`config.mk`:
```
export PLATFORM = sky130hd
export DESIGN_NAME = button_event_decoder
export DESIGN_NICKNAME = d
export VERILOG_FILES = /design/src/rtl/button_event_pkg.sv /design/src/rtl/button_event_decoder_edge_det.sv /design/src/rtl/button_event_decoder.sv
export SDC_FILE = /design/constraint.sdc
export NUM_CORES = 1
export LEC_CHECK = 0
export CORE_MARGIN = 5
export CORE_UTILIZATION = 45
export CTS_BUF_LIST = sky130_fd_sc_hd__clkbuf_16
export DETAILED_ROUTE_END_ITERATION = 8
export PLACE_DENSITY = 0.71
export SYNTH_ARGS = -nofsm -noshare
export SYNTH_HDL_FRONTEND = slang
export SYNTH_SLANG_ARGS = --single-unit
```
`constraint.sdc`:
```
create_clock -name clk_i -period 3.7 [get_ports clk_i]
set_input_delay 0.74 -clock clk_i [delete_from_list [all_inputs] [get_ports clk_i]]
set_output_delay 0.74 -clock clk_i [all_outputs]
set_load 0.01 [all_outputs]
```
`src/rtl/button_event_pkg.sv`:
```
// Shared types and default parameters for the button event decoder.
//  - state_e: hold-classification FSM states
//  - *_DEF localparams: default tick counts and press counter width
package button_event_pkg;

  typedef enum logic [1:0] {
    S_IDLE  = 2'd0,
    S_SHORT = 2'd1,
    S_LONG  = 2'd2
  } state_e;

  localparam int LONG_TICKS_DEF   = 4;
  localparam int REPEAT_TICKS_DEF = 2;
  localparam int CNT_W_DEF        = 8;

endpackage

```
`src/rtl/button_event_decoder_edge_det.sv`:
```
// Registered-level edge detector.
// Ports:
//  clk_i   in  1  clock, rising edge
//  rst_i   in  1  asynchronous active-high reset; level register loads RST_VAL
//  d_i     in  1  level input, synchronous to clk_i
//  rise_o  out 1  d_i & ~d_q (combinational from the registered level)
//  fall_o  out 1  ~d_i & d_q
// RST_VAL=1 lets a level that is already high through reset produce no rise.
module edge_det #(
  parameter logic RST_VAL = 1'b0
) (
  input  logic clk_i,
  input  logic rst_i,
  input  logic d_i,
  output logic rise_o,
  output logic fall_o
);

  logic d_q_r;

  // One-cycle delayed copy of the input level.
  always_ff @(posedge clk_i or posedge rst_i) begin
    if (rst_i) begin
      d_q_r <= RST_VAL;
    end else begin
      d_q_r <= d_i;
    end
  end

  assign rise_o = d_i & ~d_q_r;
  assign fall_o = ~d_i & d_q_r;

endmodule

```
`src/rtl/button_event_decoder.sv`:
```
// Button event decoder: turns the debounced level and debounce tick into
// press/release pulses, a long-press pulse, auto-repeat pulses and a
// wrapping press counter.
// Ports:
//  clk_i      in   1      clock, rising edge
//  rst_i      in   1      asynchronous active-high reset
//  db_i       in   1      debounced switch level
//  m_tick_i   in   1      debounce tick, 1-cycle pulse
//  cnt_clr_i  in   1      synchronous clear of count_o (wins over a press)
//  press_o    out  1      1-cycle pulse on accepted press
//  release_o  out  1      1-cycle pulse on release
//  long_o     out  1      1-cycle pulse when hold reaches LONG_TICKS ticks
//  repeat_o   out  1      1-cycle pulse every REPEAT_TICKS ticks in long state
//  held_o     out  1      high while FSM is not idle
//  count_o    out  CNT_W  accepted presses modulo 2**CNT_W
module button_event_decoder
  import button_event_pkg::*;
#(
  parameter int LONG_TICKS   = LONG_TICKS_DEF,
  parameter int REPEAT_TICKS = REPEAT_TICKS_DEF,
  parameter int CNT_W        = CNT_W_DEF
) (
  input  logic             clk_i,
  input  logic             rst_i,
  input  logic             db_i,
  input  logic             m_tick_i,
  input  logic             cnt_clr_i,
  output logic             press_o,
  output logic             release_o,
  output logic             long_o,
  output logic             repeat_o,
  output logic             held_o,
  output logic [CNT_W-1:0] count_o
);

  localparam int MAX_LR = (LONG_TICKS > REPEAT_TICKS) ? LONG_TICKS : REPEAT_TICKS;
  localparam int TW     = $clog2((MAX_LR > 2) ? MAX_LR : 2);

  localparam logic [TW-1:0] LONG_LAST = TW'(LONG_TICKS - 1);
  localparam logic [TW-1:0] REP_LAST  = (REPEAT_TICKS == 0) ? {TW{1'b0}} : TW'(REPEAT_TICKS - 1);
  localparam logic          REP_EN    = (REPEAT_TICKS != 0);

  state_e           state_r;
  logic [TW-1:0]    tick_cnt_r;
  logic             press_r;
  logic             release_r;
  logic             long_r;
  logic             repeat_r;
  logic             held_r;
  logic [CNT_W-1:0] count_r;
  logic             rise_s;
  logic             fall_s;

  // db_q resets high so a switch held through reset needs a full release/press.
  edge_det #(
    .RST_VAL (1'b1)
  ) u_edge_det (
    .clk_i  (clk_i),
    .rst_i  (rst_i),
    .d_i    (db_i),
    .rise_o (rise_s),
    .fall_o (fall_s)
  );

  // Hold-classification FSM with tick counter and registered event pulses.
  // In S_SHORT/S_LONG the previous cycle's db_i was necessarily 1, so
  // fall_s is exactly ~db_i there; release takes priority over a tick.
  always_ff @(posedge clk_i or posedge rst_i) begin
    if (rst_i) begin
      state_r    <= S_IDLE;
      tick_cnt_r <= {TW{1'b0}};
      press_r    <= 1'b0;
      release_r  <= 1'b0;
      long_r     <= 1'b0;
      repeat_r   <= 1'b0;
      held_r     <= 1'b0;
    end else begin
      press_r   <= 1'b0;
      release_r <= 1'b0;
      long_r    <= 1'b0;
      repeat_r  <= 1'b0;
      case (state_r)
        S_IDLE: begin
          if (rise_s) begin
            state_r    <= S_SHORT;
            press_r    <= 1'b1;
            held_r     <= 1'b1;
            tick_cnt_r <= {TW{1'b0}};
          end else begin
            held_r <= 1'b0;
          end
        end
        S_SHORT: begin
          if (fall_s) begin
            state_r    <= S_IDLE;
            release_r  <= 1'b1;
            held_r     <= 1'b0;
            tick_cnt_r <= {TW{1'b0}};
          end else if (m_tick_i) begin
            held_r <= 1'b1;
            if (tick_cnt_r == LONG_LAST) begin
              state_r    <= S_LONG;
              long_r     <= 1'b1;
              tick_cnt_r <= {TW{1'b0}};
            end else begin
              tick_cnt_r <= tick_cnt_r + {{(TW-1){1'b0}}, 1'b1};
            end
          end else begin
            held_r <= 1'b1;
          end
        end
        S_LONG: begin
          if (fall_s) begin
            state_r    <= S_IDLE;
            release_r  <= 1'b1;
            held_r     <= 1'b0;
            tick_cnt_r <= {TW{1'b0}};
          end else if (m_tick_i && REP_EN) begin
            held_r <= 1'b1;
            if (tick_cnt_r == REP_LAST) begin
              repeat_r   <= 1'b1;
              tick_cnt_r <= {TW{1'b0}};
            end else begin
              tick_cnt_r <= tick_cnt_r + {{(TW-1){1'b0}}, 1'b1};
            end
          end else begin
            held_r <= 1'b1;
          end
        end
        default: begin
          state_r    <= S_IDLE;
          held_r     <= 1'b0;
          tick_cnt_r <= {TW{1'b0}};
        end
      endcase
    end
  end

  // Press counter: clear beats a coincident press; wraps naturally.
  always_ff @(posedge clk_i or posedge rst_i) begin
    if (rst_i) begin
      count_r <= {CNT_W{1'b0}};
    end else if (cnt_clr_i) begin
      count_r <= {CNT_W{1'b0}};
    end else if ((state_r == S_IDLE) && rise_s) begin
      count_r <= count_r + {{(CNT_W-1){1'b0}}, 1'b1};
    end else begin
      count_r <= count_r;
    end
  end

  assign press_o   = press_r;
  assign release_o = release_r;
  assign long_o    = long_r;
  assign repeat_o  = repeat_r;
  assign held_o    = held_r;
  assign count_o   = count_r;

endmodule

```
==> impl_results.md <==
- Setup crit end kind: register
- Final hold violation count: 0
- Commonest non-fill, non-tap cells in the layout: dfrtp_1, clkdlybuf4s50_1, nor2_1
- Worst min-delay path startpoint: count_o[7]
- Setup Crit Path Kind: in2reg
- Mapped Nets: between 100 and 150
- Number of global-route vias before repair: 696
- Achievable Freq: 0.477 GHz
- Tightest Hold Check Type: reg2reg
- Worst Path Required: 3.83 ns
- Int Power: roughly 0.00046 W
- Via count: 718
- Power share of the sequential group: a little over a third
- Ports: 18
- CTS tree: yes
- Clock Path Buffers: 2
- N_diodes: 0
- Total track usage: about 12%
- FF/Latch Area: around 450 um^2
- Nets: 129
- RSZ-0062 raised after global routing: false
- Final Non-Filler Cells: 141
- Placed instance count: 137
- Pwr Total: 0.000656 W
- Initial antenna violation count: 0
- R2R depth: 7
- Area grow syn2layout: 29.3%
- Logic pwr share: 30.8%
- Grt total ovfl: 0
- Slew HR: roughly 57%
- Clock tree root buffer cell: clkbuf_16
- Leak: 0.563 nW
- Largest net degree at the start of global routing: 19
- Layout cells sized above 1: just under 8%
- Synthesized flop and latch total: 18
- Power per standard cell area: roughly 530 nW/um^2
- Worst skew pair latency: about 0.25 ns
- Setup Total Neg Slack: 0 ns
- Detailed-route vias per instance: 5.09
- R2R Path Start: state_r[0]
- DP HPWL: 1350 um
- First-pass GRT wire length: approximately 3100 um
- DR DRC count: 0
- Wire per inst: roughly 13 um
- Post-CTS setup buffer count: 0
- Die H: 56.0 um
- Initial drt markers: 7
- Data arrival, critical path: around 2.2 ns
- Synthesized instance count: 94
- TritonCTS Buffers: 3
- Final WL: 1780 um
- Outcome: finished, final reports clean
- Hold Path Sink: count_o[7]
- Switching share of power: 30.1%
- Core Region: 1980 um^2
- FF-to-FF End: count_o[6]
- Hold_buf cts: 0
- Post-Route Utilization: about 62%
- Worst setup SP type: input pin
- Die area: 3140 um^2
- Clock skew: 0.00134 ns
- Ys Warns: 0
- NetSw: 0.000198 W
- Initial DRT Pass Iterations: 4
- Port buffer count: 17
- # resized after CTS: 0
- WHS: 0.549 ns
- Row count: 16
- Setup violations, final: 0
- FF-to-FF setup slack: ~2.0 ns
- Final Critical Period: 2.10 ns
- H-Tree Depth: 1
- Slew Viols, Final: 0
- Initial Util: 48.1%
- Seq/Total Area, Yosys: between 40% and 50%
- Unique masters post-synth: 26
- Clock sinks: 18
- Die W: 56.0 um
- Proportion of power drawn by the clock network: 32.7%
- Multi-input logic area: 455 um^2
- Crit Path Max Fanout: 6
- Hold path depth: 2
- Mean Syn Cell Area: approximately 10 um^2
- Actual slew at the worst max-slew pin: roughly 0.65 ns
- Routability cong.: 0.786
- Final antenna-violating net count: 0
- Max-cap check violation count: 0
- Peak supply drop: 292 uV
- Reg clk slew, reported paths: 0.05 ns
- Post-route clock period utilization: 56.7%
- Synthesized area: 953 um^2
- Fill cell count: 161
[layer usage]
layer	part of all wire, %	global-route usage [%]	vias up
met4	1.4	4.07	0
met3	4.9	4.18	5
met1	44	15.6	346
li1	-	-	353
met5	0	0	-
met2	50	20.0	14
[power by group through the flow]
stage | Sequential [W] | Combinational (W) | Clock, W
2_1_floorplan | 0.000246 | 0.000139 | 0
3_3_place_gp | 0.000241 | 0.000197 | 0
3_5_place_dp | 0.000243 | 0.000200 | 0
4_1_cts | 0.000240 | 0.000202 | 0.000216
5_1_grt | 0.000242 | 0.000224 | 0.000228
6_report | 0.000240 | 0.000202 | 0.000214
[state kept, by name (all words and copies together), names as in the netlist]
name	count
repeat_o	1
press_o	1
tick_cnt_r	2
count_o	8
u_edge_det.d_q_r	1
held_o	1
long_o	1
state_r	2
release_o	1
[cell usage after synthesis, drive strengths merged]
cell,n,share of area [%]
dfrtp,17,45
nor2,11,4.3
inv,10,3.9
ha,9,12
nand2,6,2.6
o21ai,5,2.6
a21oi,4,2.1
nand4,4,2.6
mux2i,3,3.1
nand2b,3,2.0
nand3,3,1.6
xnor2,3,2.8
xor2,3,2.8
o22ai,2,1.3
a221oi,1,1.6
buf,1,0.39
clkinv,1,0.52
dfstp,1,2.8
mux2,1,1.2
nand3b,1,2.1
nor2b,1,0.66
nor3,1,0.52
nor4,1,0.66
o21a,1,0.79
or3,1,0.66
[worst max path at each step]
stage | start | end | slack [ns]
after floorplan | db_i | state_r[0] | 2.07
after global placement | db_i | state_r[0] | 1.39
after detailed placement | db_i | state_r[0] | 1.36
after CTS | db_i | state_r[0] | 1.60
after global routing | db_i | state_r[0] | 1.53
final | db_i | state_r[0] | 1.60
[cells by family after synthesis]
group                      after synthesis  share of synthesized area, %
xor gates and xnor gates                 6                          5.51
and+or+nand+nor                         32                          17.7
adders and majority gates                9                          11.8
buffers and inverters                   12                          4.86
AOI/OAI and AO/OA                       13                          8.40
muxes                                    4                          4.33
DFF                                     18                          47.4
[metrics by stage]
stage                     area [um^2]  worst slack [ns]
after floorplan                   953              2.07
after global placement           1150              1.39
after detailed placement         1150              1.36
after CTS                        1230              1.60
after global routing             1230              1.53
final                            1230              1.60
[worst max-delay path: stages]
cell             delay, ns
clkdlybuf4s50_1       0.57
nand2b_1              0.27
nor2_1                0.11
o22ai_1               0.19
mux2_2                0.34
[final cells by class]
| type | instances | share of cell area [%] |
|---|---|---|
| clock buffer | 3 | 6.09 |
| timing repair buffer | 17 | 13.8 |
| tap | 27 | 2.74 |
| clock inverter | 1 | 0.305 |
| multi-input combinational | 64 | 37.0 |
| inverter | 11 | 3.45 |
| sequential | 18 | 36.6 |
(Power assumes the default switching activity.)
==> RTL edit: new RTL, config.mk and constraints unchanged <==
Re-encode `state_e` (3 states) as one-hot, 3 bits wide.
--- a/src/rtl/button_event_pkg.sv
+++ b/src/rtl/button_event_pkg.sv
@@ -3,10 +3,10 @@
 //  - *_DEF localparams: default tick counts and press counter width
 package button_event_pkg;
 
-  typedef enum logic [1:0] {
-    S_IDLE  = 2'd0,
-    S_SHORT = 2'd1,
-    S_LONG  = 2'd2
+  typedef enum logic [2:0] {
+    S_IDLE  = 3'b001,
+    S_SHORT = 3'b010,
+    S_LONG  = 3'b100
   } state_e;
 
   localparam int LONG_TICKS_DEF   = 4;
Behaviour: no difference found for any inputs over 10 cycles, from zero or initial values and one cycle with rst_i high; not proved beyond that.
==> RTL edit against the original RTL <==
Clock skew rose by 0.0020 ns. Sequential cell count is 1 higher. Count of clock-buffer cells in the layout is the same. First-iteration DRC count up 100%. Core utilization is 0.90 points lower. Worst setup slack gained 0.076 ns. Critical path depth shrank 4. Synthesized area down 3.3%. Register-to-register slack better by 0.20 ns. Sequential share of layout area increased by 3.1 points. Routed wire length down 1.1%. Cell area decreased by 2.4%. Critical endpoint is now count_o[0].
Power is not compared: it rests on default switching activity, and its combinational part moved more than twofold at a synthesized area within 25%.
==> RTL edit: results (changes against the original RTL) <==
The weighted congestion reported at the end of routability-driven placement came out at 0.806 (+2.4%). In this run the worst setup path terminates at count_o[0]. The total number of vias is 681 (-5.2%). The first-pass GRT wire length was 3160 µm (+0.89%). After synthesis, the cell types taking the most area are sky130_fd_sc_hd__dfrtp_1, sky130_fd_sc_hd__dfstp_2, sky130_fd_sc_hd__xor2_1. The fmax is 495 MHz (+3.8%). The number of filler cells placed in the layout is 186 (+16%). The run finished with clean final reports. The met3 usage in global routing came out at 0.0350 (-0.00680). The largest clock skew in the final design came out at 0.00333 ns (+0.00199 ns).

The register-to-register setup slack came out at 2.15 ns (+0.20 ns). The number of nets in the layout is 117 (-9.3%). The via count of the first global-routing pass is 663 (-4.7%). The number of distinct library cells after synthesis is 32 (+23%). The beginning of the worst register-to-register path is u_edge_det.d_q_r.

The total cell area at the placement stage came out at 1120 µm² (-2.7%). The worst slack on hold paths was 0.549 ns (+0.000125 ns). The detailed route wirelength on metal3 is 59 µm (-32%). The final standard cell count with taps included and fillers excluded came out at 134 (-5.0%). The core area is 1960 µm² (-1.0%). The fraction of final layout cells sized beyond drive strength 1 came out at 0.121 (+0.0425). The total global-route track usage is 0.130 (+0.00538). The placed wire-length estimate after detailed placement came out at 1280 µm (-5.3%). The portion of netlist area occupied by mux cells came out at 0 (-0.0433). The count of cells along the worst register-to-register path came out at 4 (-3). The critical path startpoint is count_o[0]. The largest net degree at the start of global routing is 20 (+1).
==> RTL edit: cell type report <==
type / instances / area, µm² / share of cell area
repair buffers: 17 / 170 / 0.142
inverters: 6 / 22.5 / 0.0187
well taps: 27 / 33.8 / 0.0281
multi-input cells: 61 / 418 / 0.348
flip-flops and latches: 19 / 478 / 0.398
clock buffers: 3 / 75.1 / 0.0624
clock inverters: 1 / 5.00 / 0.00416
==> RTL edit: power by group through the flow <==
stage / clock [mW] / combinational, mW / sequential, mW
2_1_floorplan: 0 / 0.0343 / 0.233
4_1_cts: 0.221 / 0.0557 / 0.231
3_3_place_gp: 0 / 0.0540 / 0.234
3_5_place_dp: 0 / 0.0548 / 0.234
6_report: 0.214 / 0.0551 / 0.231
5_1_grt: 0.230 / 0.0617 / 0.233
==> RTL edit: worst min-delay path: stages (launching register included) <==
cell                      delay, ns
sky130_fd_sc_hd__dfrtp_1       0.36
sky130_fd_sc_hd__xor2_1        0.07
sky130_fd_sc_hd__nor2_1        0.08
